[src/rtl/add_sub_arbiter_if.sv]
// Bundles the two requester channels and the result channel of the
// add/sub arbiter so the design and its environment share one definition.
interface add_sub_arbiter_if;
  // Requester side
  logic        req0;
  logic        req1;
  logic [31:0] a0;
  logic [31:0] b0;
  logic [31:0] a1;
  logic [31:0] b1;
  logic        sna0;
  logic        sna1;
  logic        ack0;
  logic        ack1;

  // Result side
  logic [31:0] y;
  logic        co;
  logic        v;
  logic        z;
  logic        res_valid;
  logic        res_id;
  logic        res_ready;

  // Environment: drives requests and result acceptance
  modport master (
    output req0, req1, a0, b0, a1, b1, sna0, sna1, res_ready,
    input  ack0, ack1, y, co, v, z, res_valid, res_id
  );

  // Arbiter: consumes requests and produces results
  modport slave (
    input  req0, req1, a0, b0, a1, b1, sna0, sna1, res_ready,
    output ack0, ack1, y, co, v, z, res_valid, res_id
  );
endinterface

[src/rtl/add_sub_arbiter.sv]
// Two-requester round-robin arbiter sharing a single 32-bit ripple-carry
// add/subtract unit. A request is captured in IDLE, the adder is given
// EXEC_CYCLES clocks to settle, and the result is held until accepted.

// 32-bit ripple-carry adder/subtractor: y = a + (b ^ {32{sna}}) + sna.
module rc_add_sub_32 (
  input  logic [31:0] a,
  input  logic [31:0] b,
  input  logic        sna,
  output logic [31:0] y,
  output logic        co
);
  logic [31:0] b_eff;
  logic [32:0] carry;

  assign b_eff = b ^ {32{sna}};

  // Carry ripples from bit 0 upward; sna supplies the +1 of two's complement.
  always_comb begin
    // NOTE: every combinational output gets a default first so no path
    // leaves it unassigned, which would infer a latch.
    carry    = '0;
    y        = '0;
    carry[0] = sna;
    for (int i = 0; i < 32; i++) begin
      y[i]         = a[i] ^ b_eff[i] ^ carry[i];
      carry[i + 1] = (a[i] & b_eff[i]) | (carry[i] & (a[i] ^ b_eff[i]));
    end
    co = carry[32];
  end
endmodule

module add_sub_arbiter #(
  parameter int unsigned EXEC_CYCLES = 2  // adder settle time, 1..15
) (
  input logic               clk,
  input logic               rst_n,
  add_sub_arbiter_if.slave  bus
);
  localparam logic [3:0] CNT_LOAD = 4'(EXEC_CYCLES - 1);

  typedef enum logic [1:0] {
    IDLE,
    EXEC,
    HOLD
  } state_t;

  state_t      state;
  logic [3:0]  cnt;
  logic [31:0] a_r;
  logic [31:0] b_r;
  logic        sna_r;
  logic        id_r;
  logic        last_gnt;

  logic        ack0_r;
  logic        ack1_r;
  logic [31:0] y_r;
  logic        co_r;
  logic        v_r;
  logic        z_r;
  logic        valid_r;
  logic        res_id_r;

  logic [31:0] sum;
  logic        sum_co;
  logic [31:0] b_eff;
  logic        ovf;
  logic        any_req;
  logic        grant_1;

  // The only adder instance; it sees nothing but the captured operands, so
  // requesters may change their inputs freely once acknowledged.
  rc_add_sub_32 u_adder (
    .a   (a_r),
    .b   (b_r),
    .sna (sna_r),
    .y   (sum),
    .co  (sum_co)
  );

  // Signed overflow: operands of equal sign producing a result of the other sign.
  assign b_eff = b_r ^ {32{sna_r}};
  assign ovf   = (a_r[31] == b_eff[31]) && (sum[31] != a_r[31]);

  // Round-robin pick: a lone request wins; on contention the requester that
  // was not granted last time wins.
  assign any_req = bus.req0 || bus.req1;
  assign grant_1 = bus.req1 && (!bus.req0 || !last_gnt);

  // Control FSM with registered handshake and result outputs.
  always_ff @(posedge clk or negedge rst_n) begin
    if (!rst_n) begin
      state    <= IDLE;
      cnt      <= '0;
      a_r      <= '0;
      b_r      <= '0;
      sna_r    <= 1'b0;
      id_r     <= 1'b0;
      last_gnt <= 1'b1;  // requester 0 wins the first contention
      ack0_r   <= 1'b0;
      ack1_r   <= 1'b0;
      y_r      <= '0;
      co_r     <= 1'b0;
      v_r      <= 1'b0;
      z_r      <= 1'b0;
      valid_r  <= 1'b0;
      res_id_r <= 1'b0;
    end else begin
      // NOTE: non-blocking assignments make every register here update from
      // pre-edge values, regardless of statement order.
      ack0_r <= 1'b0;
      ack1_r <= 1'b0;
      case (state)
        IDLE: begin
          if (any_req) begin
            a_r      <= grant_1 ? bus.a1   : bus.a0;
            b_r      <= grant_1 ? bus.b1   : bus.b0;
            sna_r    <= grant_1 ? bus.sna1 : bus.sna0;
            id_r     <= grant_1;
            last_gnt <= grant_1;
            ack0_r   <= !grant_1;
            ack1_r   <= grant_1;
            cnt      <= CNT_LOAD;
            state    <= EXEC;
          end
        end
        EXEC: begin
          if (cnt == 4'd0) begin
            y_r      <= sum;
            co_r     <= sum_co;
            v_r      <= ovf;
            z_r      <= (sum == 32'd0);
            valid_r  <= 1'b1;
            res_id_r <= id_r;
            state    <= HOLD;
          end else begin
            cnt <= cnt - 4'd1;
          end
        end
        HOLD: begin
          // Requests are not looked at on the accepting edge; the next
          // capture happens one edge later from IDLE.
          if (bus.res_ready) begin
            valid_r <= 1'b0;
            state   <= IDLE;
          end
        end
        default: state <= IDLE;
      endcase
    end
  end

  assign bus.ack0      = ack0_r;
  assign bus.ack1      = ack1_r;
  assign bus.y         = y_r;
  assign bus.co        = co_r;
  assign bus.v         = v_r;
  assign bus.z         = z_r;
  assign bus.res_valid = valid_r;
  assign bus.res_id    = res_id_r;
endmodule

[src/flat_wrapper.sv]
// flat-port wrapper written by rule: the top's interface ports become plain ports
module add_sub_arbiter_flat 
#(
  parameter int unsigned EXEC_CYCLES = 2                             
)
  (clk, rst_n, bus_req0, bus_req1, bus_a0, bus_b0, bus_a1, bus_b1, bus_sna0, bus_sna1, bus_res_ready, bus_ack0, bus_ack1, bus_y, bus_co, bus_v, bus_z, bus_res_valid, bus_res_id);
  add_sub_arbiter_if bus_i ();
  input logic clk;
  input logic rst_n;
  input wire logic [$bits(bus_i.req0)-1:0] bus_req0;
  input wire logic [$bits(bus_i.req1)-1:0] bus_req1;
  input wire logic [$bits(bus_i.a0)-1:0] bus_a0;
  input wire logic [$bits(bus_i.b0)-1:0] bus_b0;
  input wire logic [$bits(bus_i.a1)-1:0] bus_a1;
  input wire logic [$bits(bus_i.b1)-1:0] bus_b1;
  input wire logic [$bits(bus_i.sna0)-1:0] bus_sna0;
  input wire logic [$bits(bus_i.sna1)-1:0] bus_sna1;
  input wire logic [$bits(bus_i.res_ready)-1:0] bus_res_ready;
  output wire logic [$bits(bus_i.ack0)-1:0] bus_ack0;
  output wire logic [$bits(bus_i.ack1)-1:0] bus_ack1;
  output wire logic [$bits(bus_i.y)-1:0] bus_y;
  output wire logic [$bits(bus_i.co)-1:0] bus_co;
  output wire logic [$bits(bus_i.v)-1:0] bus_v;
  output wire logic [$bits(bus_i.z)-1:0] bus_z;
  output wire logic [$bits(bus_i.res_valid)-1:0] bus_res_valid;
  output wire logic [$bits(bus_i.res_id)-1:0] bus_res_id;
  assign bus_i.req0 = bus_req0;
  assign bus_i.req1 = bus_req1;
  assign bus_i.a0 = bus_a0;
  assign bus_i.b0 = bus_b0;
  assign bus_i.a1 = bus_a1;
  assign bus_i.b1 = bus_b1;
  assign bus_i.sna0 = bus_sna0;
  assign bus_i.sna1 = bus_sna1;
  assign bus_i.res_ready = bus_res_ready;
  assign bus_ack0 = bus_i.ack0;
  assign bus_ack1 = bus_i.ack1;
  assign bus_y = bus_i.y;
  assign bus_co = bus_i.co;
  assign bus_v = bus_i.v;
  assign bus_z = bus_i.z;
  assign bus_res_valid = bus_i.res_valid;
  assign bus_res_id = bus_i.res_id;
  add_sub_arbiter #(.EXEC_CYCLES(EXEC_CYCLES)) u_core (.clk(clk), .rst_n(rst_n), .bus(bus_i));
endmodule
[config.mk]
export PLATFORM = sky130hd
export DESIGN_NAME = add_sub_arbiter_flat
export DESIGN_NICKNAME = d
export VERILOG_FILES = /design/src/rtl/add_sub_arbiter_if.sv /design/src/rtl/add_sub_arbiter.sv /design/src/flat_wrapper.sv
export SDC_FILE = /design/constraint.sdc
export NUM_CORES = 1
export LEC_CHECK = 0
export CORE_ASPECT_RATIO = 0.9
export CORE_MARGIN = 4
export CORE_UTILIZATION = 35
export DETAILED_ROUTE_END_ITERATION = 10
export HOLD_SLACK_MARGIN = 0.08
export MAX_ROUTING_LAYER = met4
export PLACE_DENSITY = 0.61
export SYNTH_ARGS = -nofsm -noshare
export SYNTH_HDL_FRONTEND = slang
export SYNTH_HIERARCHICAL = 1
export SYNTH_SLANG_ARGS = --single-unit
[constraint.sdc]
create_clock -name clk -period 22.4 [get_ports clk]
set_clock_uncertainty 0.15 [all_clocks]
set_input_delay 4.48 -clock clk [delete_from_list [all_inputs] [get_ports clk]]
set_output_delay 4.48 -clock clk [all_outputs]
set_load 0.05 [all_outputs]
**Word-level counts from Yosys, hierarchy flattened**

Cells that the tools add are included.

- $add $sub $neg: 1
- Multiply operators: 0
- Div/mod/pow operators: 0
- $lt $le $gt $ge: 0
- Eq/ne operators: 8
- Shift-type cells: 0
- Multiplexer cells: 17
- Bitwise gates (word level): 161
- Reduce and logical (&&, ||, !) cells: 17

Operator list:

| cell | count |
|---|---|
| AND 1 bit | 64 |
| two-way mux 32 bit | 2 |
| bitwise XOR 1 bit | 64 |
| zero test 32 bit | 1 |
| OR 1 bit | 32 |
| bitwise XOR 32 bit | 1 |
| AND reduction 3 bit | 3 |
| two-way mux 4 bit | 2 |
| one-hot mux 4 bit (2 select lines) | 1 |
| two-way mux 1 bit | 7 |
| two-way mux 2 bit | 3 |
| one-hot mux 2 bit (3 select lines) | 1 |
| zero test 4 bit | 1 |
| != test 2 x 1 -> 1 bit, second input constant | 2 |
| != test 2 bit, second input constant | 2 |
| AND reduction 2 bit | 2 |
| nonzero test 2 bit | 2 |
| subtractor 4 x 1 -> 4 bit, second input constant | 1 |
| zero test 1 bit | 3 |
| equality test 2 x 1 -> 1 bit, second input constant | 1 |
| equality test 2 bit, second input constant | 1 |
| logical AND 1 bit | 2 |
| zero test 2 bit | 1 |
| logical OR 1 bit | 2 |
| 3 further kinds | 3 |

- Flip-flop bits (word level): 112
- Bits in latches: 0
- Memory bits (writable): 0
- Bits in read-only memories: 0
- Input port bits: 135
- Output and inout port bits: 39
- Word-level logic and storage cells: 219
- Memories kept: 0

**Logic depth before layout (Yosys ltp)**

Gate-level depths: netlist (run 1).

- Word-level depth: 67
- Depth in mapped cells: 40
- Depth with buffers taken out: 38

**Modules after synthesis**

The synthesis (run 1) kept the hierarchy.

Modules (own cells, without submodules):

| module | times used | cells each | area each (sq um) | seq. area each (sq um) |
|---|---|---|---|---|
| add_sub_arbiter | 1 | 362 | 4894.7 | 2803.9 |
| rc_add_sub_32 | 1 | 129 | 1216.2 | 0.0 |

**Worst setup path after synthesis (run 1)**

Ideal clock, no wire load.

- Path kind: reg2reg
- Start: register u_core.sna_r
- End: register u_core.z_r (netlist: u_core/bus.z)
- Setup time: 95 ps
- Arrival: 14188 ps
- Data required time: 22155 ps
- Slack: 7966 ps
- Cell stages (with the launch flop): 41
- Path buffers: 2
- Clock period less this slack: 14434 ps
- Cell sequence: dfrtp_1 > buf_6 > buf_8 > xnor2_1 > fa_1 > fa_1 > fa_1 > fa_1 > fa_1 > fa_1 > fa_1 > fa_1 > fa_1 > fa_1 > fa_1 > fa_1 > fa_1 > fa_1 > (+5 left out) > fa_1 > fa_1 > fa_1 > fa_1 > fa_1 > fa_1 > fa_1 > fa_1 > fa_1 > fa_1 > fa_1 > fa_1 > fa_1 > inv_1 > fa_1 > nor4_1 > nand4_1 > o31ai_1

- Longest elaborated chain between the ends: 66
- Elaborated cells on any way between the ends: 159
- Classes of those cells: bitwise (158); reduce/logical (1)

Ends and longest elaborated chain:

| item | line | RTL |
|---|---|---|
| start, declared | add_sub_arbiter.sv:52 | `logic sna_r;` |
| start signal, assigned | add_sub_arbiter.sv:119 | `sna_r <= grant_1 ? bus.sna1 : bus.sna0;` |
| bitwise XOR 32 bit | add_sub_arbiter.sv:16 | `assign b_eff = b ^ {32{sna}};` |
| bitwise XOR 1 bit | add_sub_arbiter.sv:27 | `carry[i + 1] = (a[i] & b_eff[i]) \| (carry[i] & (a[i] ^ b_eff[i]));` |
| AND 1 bit | add_sub_arbiter.sv:27 |  |
| OR 1 bit | add_sub_arbiter.sv:27 |  |
| AND 1 bit | add_sub_arbiter.sv:27 |  |
| OR 1 bit | add_sub_arbiter.sv:27 |  |
| AND 1 bit | add_sub_arbiter.sv:27 |  |
| OR 1 bit | add_sub_arbiter.sv:27 |  |
| (+51 left out) | - |  |
| OR 1 bit | add_sub_arbiter.sv:27 |  |
| AND 1 bit | add_sub_arbiter.sv:27 |  |
| OR 1 bit | add_sub_arbiter.sv:27 |  |
| AND 1 bit | add_sub_arbiter.sv:27 |  |
| OR 1 bit | add_sub_arbiter.sv:27 |  |
| bitwise XOR 1 bit * | add_sub_arbiter.sv:26 | `y[i] = a[i] ^ b_eff[i] ^ carry[i];` |
| named net u_core.sum[31] | add_sub_arbiter.sv:65 | `logic [31:0] sum;` |
| zero test 32 bit * | add_sub_arbiter.sv:133 | `z_r <= (sum == 32'd0);` |
| end signal, assigned | add_sub_arbiter.sv:133 |  |
| end, declared | add_sub_arbiter.sv:61 | `logic z_r;` |

Mark *: on every way through the listed nets, which the timed path passes. The rest lies on a longest branch.
A chain may end at the register's enable or synchronous reset.

**Worst setup path in the final report (run 1)**

Same ends and word-level chain as after synthesis.

==> metrics.csv, run 1 <==
metric;value;unit
status;finished, final reports clean;
Distinct cells, synth;39;
post-synthesis adder-cell area fraction;10.4;%
post-synthesis sequential area ratio;45.9;%
dpl cells;868;
top post-synthesis cells by area;dfrtp_1 45%, a221o_1 11%, fa_1 10%;
Power Total;1.46;mW
Comb pwr share;62.7;%
Power Density;177;nW/um2
layout cell share with drive strength beyond 1;8.33;%
Num CTS Buffers;9;
hold buffers post-CTS;0;
total I/O pin count;174;
Sw Ratio;45.5;%
Final Hold Viols;0;
CP top delay family;adder cells;
final net count;811;
CP dominant cell by count;fa_1;
Post-synth top flop;dfrtp_1;
number of global-route vias before repair;4819;
complex-gate fraction of the synthesized area;20.2;%
Root Buffer;clkbuf_16;
max-slew violation count;0;
Max Freq;65.3;MHz
crit path kind;reg2reg;
CP Capture Type;flop;
Clk pin slew, worst setup/hold paths;0.07;ns
FF+latch area;2810;um2
Clk Latency, worst-skew pair;0.36;ns
Port Buffers;173;
CP required;22.50;ns
largest family of logic cells by synthesized area;compound AO/OA/AOI/OAI gates;
largest net degree at the start of global routing;70;
max_slew headroom;37.2;%
leakage;3.45;nW
critical path's slowest cell;buf_4;
most frequent cell after synthesis;dfrtp_1;
mux cell area share after synthesis;6.78;%
Fillers;1569;
Die Span X;147;um
setup violators final;0;
Finished Cell Area;8220;um2
setup TNS;0;ns
Initial DRC Count;128;
crit share post-route;68.3;%
Clk pwr share;11.5;%
peak fanout along the critical path;34;
Syn Area/Cell;12.4;um2
DR vias;4354;
Synth Area in Simple Gates;3.21;%
Chip Height;133;um
Multi-input gate area;2800;um2
top post-synthesis cells by count;111 x dfrtp_1, 66 x o21a_1, 65 x a221o_1, 65 x inv_1, 31 x fa_1;
WL final;15900;um
Routed Antenna Nets;0;
placed inst area;7920;um2
Worst Path Buf+Inv;4;
peak supply drop;63.6;uV
Place WS;7.01;ns
Remaining DRCs;0;
global-route wire length before repair;25800;um
diode count;0;
Worst Setup Start Kind;flop;
routed length per instance;18.0;um
TritonRoute pass-1 iters;4;
Yosys reg bits;112;
H-tree lvl count;3;
Via density;4.93;
CTS Sinks;112;
initial antenna violation count;0;
Post-Syn Nets;658;
Core Box Area;17000;um2
slowest stage delay, CP;0.48;ns
xor-xnor portion of the synthesized cell area;4.98;%
Sw Pwr;0.663;mW
RSZ-0062 raised after global routing;false;
Initial Util;35.9;%
Die ar.;19600;um2
Min Hold Slack;0.326;ns
all-layer global routing usage;17.1;%
fin worst setup slack;7.09;ns
CTS tree;built;
Clock Path Buffers;2;
Overflow after GRT;0;
final cell count without fillers;883;
FFs w/ async S/R, synth;100;%
Area growth syn-to-layout;34.6;%
post-layout util;48.4;%
Synth area leader;dfrtp_1;
Placement Rows;45;
Pint;0.794;mW
max_cap viols;0;
Critical Path AT;15.40;ns
routability cong.;0.782;
top cell type's share of synthesized area;45.5;%
DP HPWL;11500;um
number of synthesized flops with an enable pin;0;
Synth Cell Area;6110;um2
Cells after Synth;491;
YS warnings;6;
number of post-CTS setup repair buffers;0;
Hold Crit Class;reg2reg;
slew of the pin with the lowest slew margin;0.939;ns
sequential share of power;25.8;%
post-route minimum period;15.31;ns
Resized Gates After CTS;0;
==> cell usage in the layout (no fill, tap or decap), types with 2 or more instances in the layout <==
cell type,n
a21o_1,2
a21oi_1,2
a221o_1,65
buf_4,7
clkbuf_16,9
clkbuf_8,3
clkdlybuf4s50_1,172
clkinv_2,2
dfrtp_1,110
fa_1,31
inv_1,65
mux2_1,16
mux2_2,19
mux2i_1,2
nand2b_1,2
nand4_1,2
nor2_1,2
nor2_4,2
nor2b_1,3
nor4_1,8
o21a_1,66
o21ai_0,7
or4_1,2
xnor2_1,27
xnor2_2,2
xor2_1,4
==> worst reg2reg max path: cells and delay by family, from the launching register on <==
kind / cells / cell delay [ns]
adders and majority gates: 31 / 13.11
buffers and inverters: 4 / 0.70
and+or+nand+nor: 2 / 0.37
DFF: 1 / 0.34
AOI/OAI and AO/OA: 1 / 0.27
muxes: 1 / 0.21
==> area by class of cell <==
class / instances / share of cell area, %
tap: 235 / 3.58
sequential: 112 / 34.1
clock inverter: 3 / 0.487
timing repair buffer: 179 / 21.6
multi-input combinational: 277 / 34.0
inverter: 65 / 2.97
clock buffer: 12 / 3.24
==> sequential cells by signal, summed over array words and instances, names as in the netlist, 2 cells and up <==
register	cells
u_core/cnt	4
u_core/state	2
u_core/bus.y	32
u_core/a_r	32
u_core/b_r	32
==> logic make-up after synthesis <==
group / Yosys count
compound gates: 145
fa+ha+maj: 32
mux: 37
buf+inv: 102
flops: 112
simple gates: 30
xor+xnor: 33
==> power groups by stage <==
stage	Sequential (mW)	Combinational [mW]	Clock [mW]
finish	0.375	0.914	0.168
global route	0.388	1.02	0.182
detailed placement	0.380	0.920	0
floorplan	0.475	0.581	0
global placement	0.378	0.903	0
CTS	0.377	0.930	0.173
==> path summary, 6_finish.rpt <==
| kind | startpoint | to | slack, ns | cells past startpoint |
|---|---|---|---|---|
| min in group asynchronous | rst_n | u_core/b_r[26]$_DFFE_PN0P_ | 3.96 | 1 |
| hold reg to reg | u_core/id_r$_DFFE_PN0P_ | u_core/id_r$_DFFE_PN0P_ | 0.33 | 1 |
| hold / removal | u_core/id_r$_DFFE_PN0P_ | u_core/id_r$_DFFE_PN0P_ | 0.33 | 1 |
| setup / recovery | u_core/sna_r$_DFFE_PN0P_ | u_core/bus.z$_DFFE_PN0P_ | 7.09 | 39 |
| max in group asynchronous | rst_n | u_core/bus.y[10]$_DFFE_PN0P_ | 16.86 | 2 |
| setup reg to reg | u_core/sna_r$_DFFE_PN0P_ | u_core/bus.z$_DFFE_PN0P_ | 7.09 | 39 |
==> routing by layer <==
metal	GRT usage (%)	up-vias	part of all wire, %
met5	-	-	0
met4	4.24	0	1.4
met3	3.98	19	5.3
met2	26.0	126	46
met1	23.3	2161	48
li1	-	2048	-
Power figures use the tool's default switching activity.
==> run 2: changes to the inputs <==
Clock period 22.4 ns to 15.8 ns, I/O delays scaled along.
==> metrics.csv, run 2 (synthesis gave the netlist of run 1 again) <==
metric;value;unit;change
status;finished, final reports clean;;
Power Density;248;nW/um2;+40%
routed wl met2;7050;um;-2.7%
final net count;811;;unchanged
routed length per instance;17.5;um;-2.9%
Chip Height;133;um;unchanged
Area growth syn-to-layout;34.3;%;
Reg2Reg Depth;38;;-2.6%
Worst Path Buf+Inv;3;;-1
dpl cells;868;;unchanged
final cell count without fillers;885;;+0.23%
post-route minimum period;14.73;ns;-0.575 ns
fin worst setup slack;1.07;ns;-6.02 ns
critical path's slowest cell;fa_1;;
crit path kind;reg2reg;;
Clk Latency, worst-skew pair;0.35;ns;about the same
TritonRoute pass-1 iters;4;;unchanged
WL final;15500;um;-2.7%
CP Capture Type;flop;;
slew of the pin with the lowest slew margin;0.936;ns;-0.00362 ns
Core Box Area;17000;um2;unchanged
Num CTS Buffers;9;;unchanged
Min Hold Slack;0.322;ns;-0.00406 ns
number of global-route vias before repair;4799;;-0.42%
post-layout util;48.3;%;-0.11 points
Finished Cell Area;8210;um2;-0.23%
CTS tree;built;;
number of post-CTS setup repair buffers;0;;unchanged
all-layer global routing usage;16.6;%;-0.52 points
Via density;4.90;;-0.68%
wl on met1;7450;um;-2.0%
setup TNS;0;ns;unchanged
placed inst area;7920;um2;unchanged
layout cell share with drive strength beyond 1;8.32;%;-0.013 points
max_cap viols;0;;unchanged
Placement Rows;45;;unchanged
CP top delay family;adder cells;;
Die ar.;19600;um2;unchanged
max-slew violation count;0;;unchanged
CP dominant cell by count;fa_1;;
Max Freq;67.9;MHz;+3.9%
DR vias;4334;;-0.46%
WL met3;800;um;-4.8%
Resized Gates After CTS;0;;unchanged
Clock Path Buffers;2;;unchanged
Port Buffers;173;;unchanged
Initial DRC Count;248;;+94%
Final Hold Viols;0;;unchanged
Worst Setup Start Kind;flop;;
peak supply drop;94.0;uV;+48%
hold buffers post-CTS;0;;unchanged
total I/O pin count;174;;unchanged
Power Total;2.03;mW;+39%
initial antenna violation count;0;;unchanged
setup violators final;0;;unchanged
slowest stage delay, CP;0.47;ns;about the same
commonest non-fill, non-tap cell in the layout;clkdlybuf4s50_1;;
DP HPWL;11300;um;-1.6%
Initial Util;35.9;%;unchanged
H-tree lvl count;3;;unchanged
Critical Path AT;14.83;ns;-0.57 ns
Place WS;0.938;ns;-6.07 ns
Worst R2R Start;u_core/b_r[0]$_DFFE_PN0P_;;
commonest non-fill, non-tap cells in the layout;172 x clkdlybuf4s50_1, 110 x dfrtp_1, 66 x o21a_1;;
Routed Antenna Nets;0;;unchanged
FF-to-FF setup slack;1.07;ns;-6.02 ns
Die Span X;147;um;unchanged
Max Used Layer;met4;;
peak fanout along the critical path;4;;-88%
Remaining DRCs;0;;unchanged
leakage;3.44;nW;-0.26%
CTS Sinks;112;;unchanged
global-route wire length before repair;25300;um;-2.2%
max_slew headroom;37.4;%;+0.24 points
Hold Path Origin;u_core/id_r$_DFFE_PN0P_;;
Hold Crit Class;reg2reg;;
routability cong.;0.797;;+1.9%
crit share post-route;93.2;%;+25 points
RSZ-0062 raised after global routing;false;;
Root Buffer;clkbuf_16;;
Overflow after GRT;0;;unchanged
Clk pin slew, worst setup/hold paths;0.07;ns;about the same
largest net degree at the start of global routing;70;;unchanged
RR Endpoint;u_core/bus.z$_DFFE_PN0P_;;
Worst Hold Depth;1;;unchanged
Hold EP;u_core/id_r$_DFFE_PN0P_;;
CP required;15.90;ns;-6.60 ns
Fillers;1557;;-0.76%
==> run 2: changes by cell type in the layout (fill, tap and decap cells not counted), sizes merged <==
cell	delta
clkbuf	+1
bufinv	-1
clkinv	+1
diode	+1
==> run 2: how the worst max path moves through the flow <==
stage / startpoint / endpoint / slack (ns) / cells past startpoint
2_1_floorplan: u_core/sna_r$_DFFE_PN0P_ / u_core/bus.z$_DFFE_PN0P_ / 1.37 / 40
3_3_place_gp: u_core/b_r[0]$_DFFE_PN0P_ / u_core/bus.z$_DFFE_PN0P_ / 1.05 / 38
3_5_place_dp: u_core/b_r[0]$_DFFE_PN0P_ / u_core/bus.z$_DFFE_PN0P_ / 0.94 / 38
4_1_cts: u_core/b_r[0]$_DFFE_PN0P_ / u_core/bus.z$_DFFE_PN0P_ / 0.91 / 38
5_1_grt: u_core/b_r[0]$_DFFE_PN0P_ / u_core/bus.z$_DFFE_PN0P_ / 0.44 / 38
6_report: u_core/b_r[0]$_DFFE_PN0P_ / u_core/bus.z$_DFFE_PN0P_ / 1.07 / 38
==> run 2: power breakdown <==
part,internal (mW),total (mW),switching [mW]
clock network,0.119,0.219,0.0993
registers,0.432,0.530,0.0980
logic,0.557,1.28,0.725
==> run 2: metal layers <==
metal / track usage, % / up-vias
met1: 22.9 / 2141
met2: 25.0 / 123
met5: - / -
met3: 3.84 / 15
li1: - / 2055
met4: 3.67 / 0
==> run 2: worst register-to-register path: cells and delay by family, from the launching register on <==
family / cells / cell delay, ns
AO/OA/AOI/OAI: 1 / 0.24
multiplexers: 1 / 0.15
AND/OR/NAND/NOR: 2 / 0.39
flip-flops: 1 / 0.41
adder cells (fa/ha/maj): 31 / 13.04
buffers and inverters: 3 / 0.23
==> run 2: layout make-up <==
class | instances | area [um2] | share of cell area (%)
diodes | 1 | 2.50 | 0.0305
clock buffers | 13 | 270 | 3.29
multi-input cells | 277 | 2800 | 34.1
clock inverters | 3 | 15.0 | 0.183
flip-flops and latches | 112 | 2810 | 34.2
inverters | 65 | 244 | 2.97
well taps | 235 | 294 | 3.58
repair buffers | 179 | 1770 | 21.6
==> run 3: changes to the inputs <==
Settings changed: CORE_MARGIN 4 to default, PLACE_DENSITY 0.61 to 0.63.
==> metrics.csv, run 3 (synthesis gave the netlist of run 1 again) <==
metric;value;unit;change
initial antenna violation count;1;;+1
Area growth syn-to-layout;34.7;%;
Worst R2R Start;u_core/b_r[0]$_DFFE_PN0P_;;
critical path's slowest cell;fa_1;;
Routed Antenna Nets;0;;unchanged
Final Hold Viols;0;;unchanged
Chip Height;127;um;-4.5%
setup violators final;0;;unchanged
WL final;15500;um;about the same
FF+latch area;2810;um2;unchanged
number of global-route vias before repair;4728;;-1.5%
max-slew violation count;0;;unchanged
Worst Path Buf+Inv;3;;unchanged
Overflow after GRT;0;;unchanged
Max Freq;67.5;MHz;-0.56%
CTS tree;built;;
Placement Rows;45;;unchanged
commonest non-fill, non-tap cell in the layout;clkdlybuf4s50_1;;
Core Box Area;16900;um2;-0.33%
Critical Path AT;14.92;ns;+0.09 ns
Multi-input gate area;2800;um2;unchanged
DP HPWL;11500;um;+2.2%
layout cell share with drive strength beyond 1;8.45;%;+0.13 points
all-layer global routing usage;18.6;%;+2.1 points
routability cong.;0.776;;-2.6%
number of post-CTS setup repair buffers;0;;unchanged
Resized Gates After CTS;0;;unchanged
Initial DRC Count;209;;-16%
TritonRoute pass-1 iters;4;;unchanged
CP dominant cell by count;fa_1;;
Initial Util;36.1;%;+0.12 points
total I/O pin count;174;;unchanged
FF-to-FF setup slack;0.99;ns;-0.08 ns
CP top delay family;adder cells;;
Clk pin slew, worst setup/hold paths;0.07;ns;about the same
placed inst area;7930;um2;+0.19%
commonest non-fill, non-tap cells in the layout;172 x clkdlybuf4s50_1, 110 x dfrtp_1, 66 x o21a_1;;
slowest stage delay, CP;0.47;ns;about the same
Die ar.;18000;um2;-8.4%
Hold EP;u_core/id_r$_DFFE_PN0P_;;
Die Span X;141;um;-4.1%
Clock Path Buffers;2;;unchanged
peak supply drop;126;uV;+34%
largest net degree at the start of global routing;71;;+1.4%
RSZ-0062 raised after global routing;false;;
CP Capture Type;flop;;
Worst Hold Depth;1;;unchanged
Hold Crit Class;reg2reg;;
crit share post-route;93.8;%;+0.52 points
routed length per instance;17.5;um;-0.17%
peak fanout along the critical path;4;;unchanged
Clk Latency, worst-skew pair;0.36;ns;about the same
Reg2Reg Depth;38;;unchanged
max_cap viols;0;;unchanged
post-route minimum period;14.81;ns;+0.0827 ns
slew of the pin with the lowest slew margin;0.953;ns;+0.0172 ns
Fillers;1504;;-3.4%
DR vias;4410;;+1.8%
H-tree lvl count;3;;unchanged
setup TNS;0;ns;unchanged
max_slew headroom;36.2;%;-1.2 points
CP required;15.90;ns;about the same
CTS Sinks;112;;unchanged
global-route wire length before repair;25000;um;-1.3%
Root Buffer;clkbuf_16;;
Hold Path Origin;u_core/id_r$_DFFE_PN0P_;;
status;finished, final reports clean;;
crit path kind;reg2reg;;
Finished Cell Area;8230;um2;+0.34%
Power Density;250;nW/um2;+1.2%
final net count;813;;+0.25%
Place WS;0.870;ns;-0.0674 ns
Num CTS Buffers;9;;unchanged
Remaining DRCs;0;;unchanged
hold buffers post-CTS;0;;unchanged
leakage;3.46;nW;+0.42%
post-layout util;48.6;%;+0.32 points
diode count;0;;-1
RR Endpoint;u_core/bus.z$_DFFE_PN0P_;;
Worst Setup Start Kind;flop;;
Port Buffers;173;;unchanged
Via density;4.98;;+1.6%
fin worst setup slack;0.986;ns;-0.0827 ns
[run 3: how the worst max path moves through the flow]
stage	endpoint	slack [ns]	from	cells past startpoint
finish	u_core/bus.z$_DFFE_PN0P_	0.99	u_core/b_r[0]$_DFFE_PN0P_	38
global route	u_core/bus.z$_DFFE_PN0P_	0.35	u_core/b_r[0]$_DFFE_PN0P_	38
CTS	u_core/bus.z$_DFFE_PN0P_	0.86	u_core/b_r[0]$_DFFE_PN0P_	38
detailed placement	u_core/bus.z$_DFFE_PN0P_	0.87	u_core/b_r[0]$_DFFE_PN0P_	38
global placement	u_core/bus.z$_DFFE_PN0P_	1.07	u_core/b_r[0]$_DFFE_PN0P_	38
floorplan	u_core/bus.z$_DFFE_PN0P_	1.37	u_core/sna_r$_DFFE_PN0P_	40
[run 3: routing by layer]
| metal | global-route usage, % | vias to the layer above | part of all wire (%) |
|---|---|---|---|
| li1 | - | 2050 | - |
| met5 | - | - | 0 |
| met4 | 5.05 | 0 | 1.7 |
| met3 | 4.35 | 22 | 5.4 |
| met1 | 24.7 | 2190 | 47 |
| met2 | 28.7 | 148 | 46 |
[run 3: worst reg2reg max path, delay by kind of cell, from the launching register on]
kind / cells / cell delay [ns]
fa+ha+maj: 31 / 13.13
flops: 1 / 0.41
simple gates: 2 / 0.38
compound gates: 1 / 0.26
buf+inv: 3 / 0.24
mux: 1 / 0.16
[run 3: layout make-up]
class,instances,share of cell area (%)
Sequential cell,112,34.1
Multi-Input combinational cell,277,34.0
Timing Repair Buffer,181,21.7
Tap cell,235,3.57
Clock buffer,13,3.16
Inverter,65,2.96
Clock inverter,3,0.486
[run 3: power breakdown]
group | internal, mW | total [mW] | switching (mW) | leakage, nW
Sequential | 0.432 | 0.534 | 0.102 | 1.36
Combinational | 0.565 | 1.29 | 0.730 | 1.95
Clock | 0.131 | 0.233 | 0.102 | 0.150
Total | 1.13 | 2.06 | 0.934 | 3.46
[run 3: per-stage QoR]
step	hold slack, ns	total power [mW]	cells
after detailed placement	0.319	1.85	870
final	0.331	2.06	886
after global routing	0.343	2.25	886
after global placement	0.307	1.82	870
after floorplan	0.296	1.50	491
after CTS	0.336	2.09	886
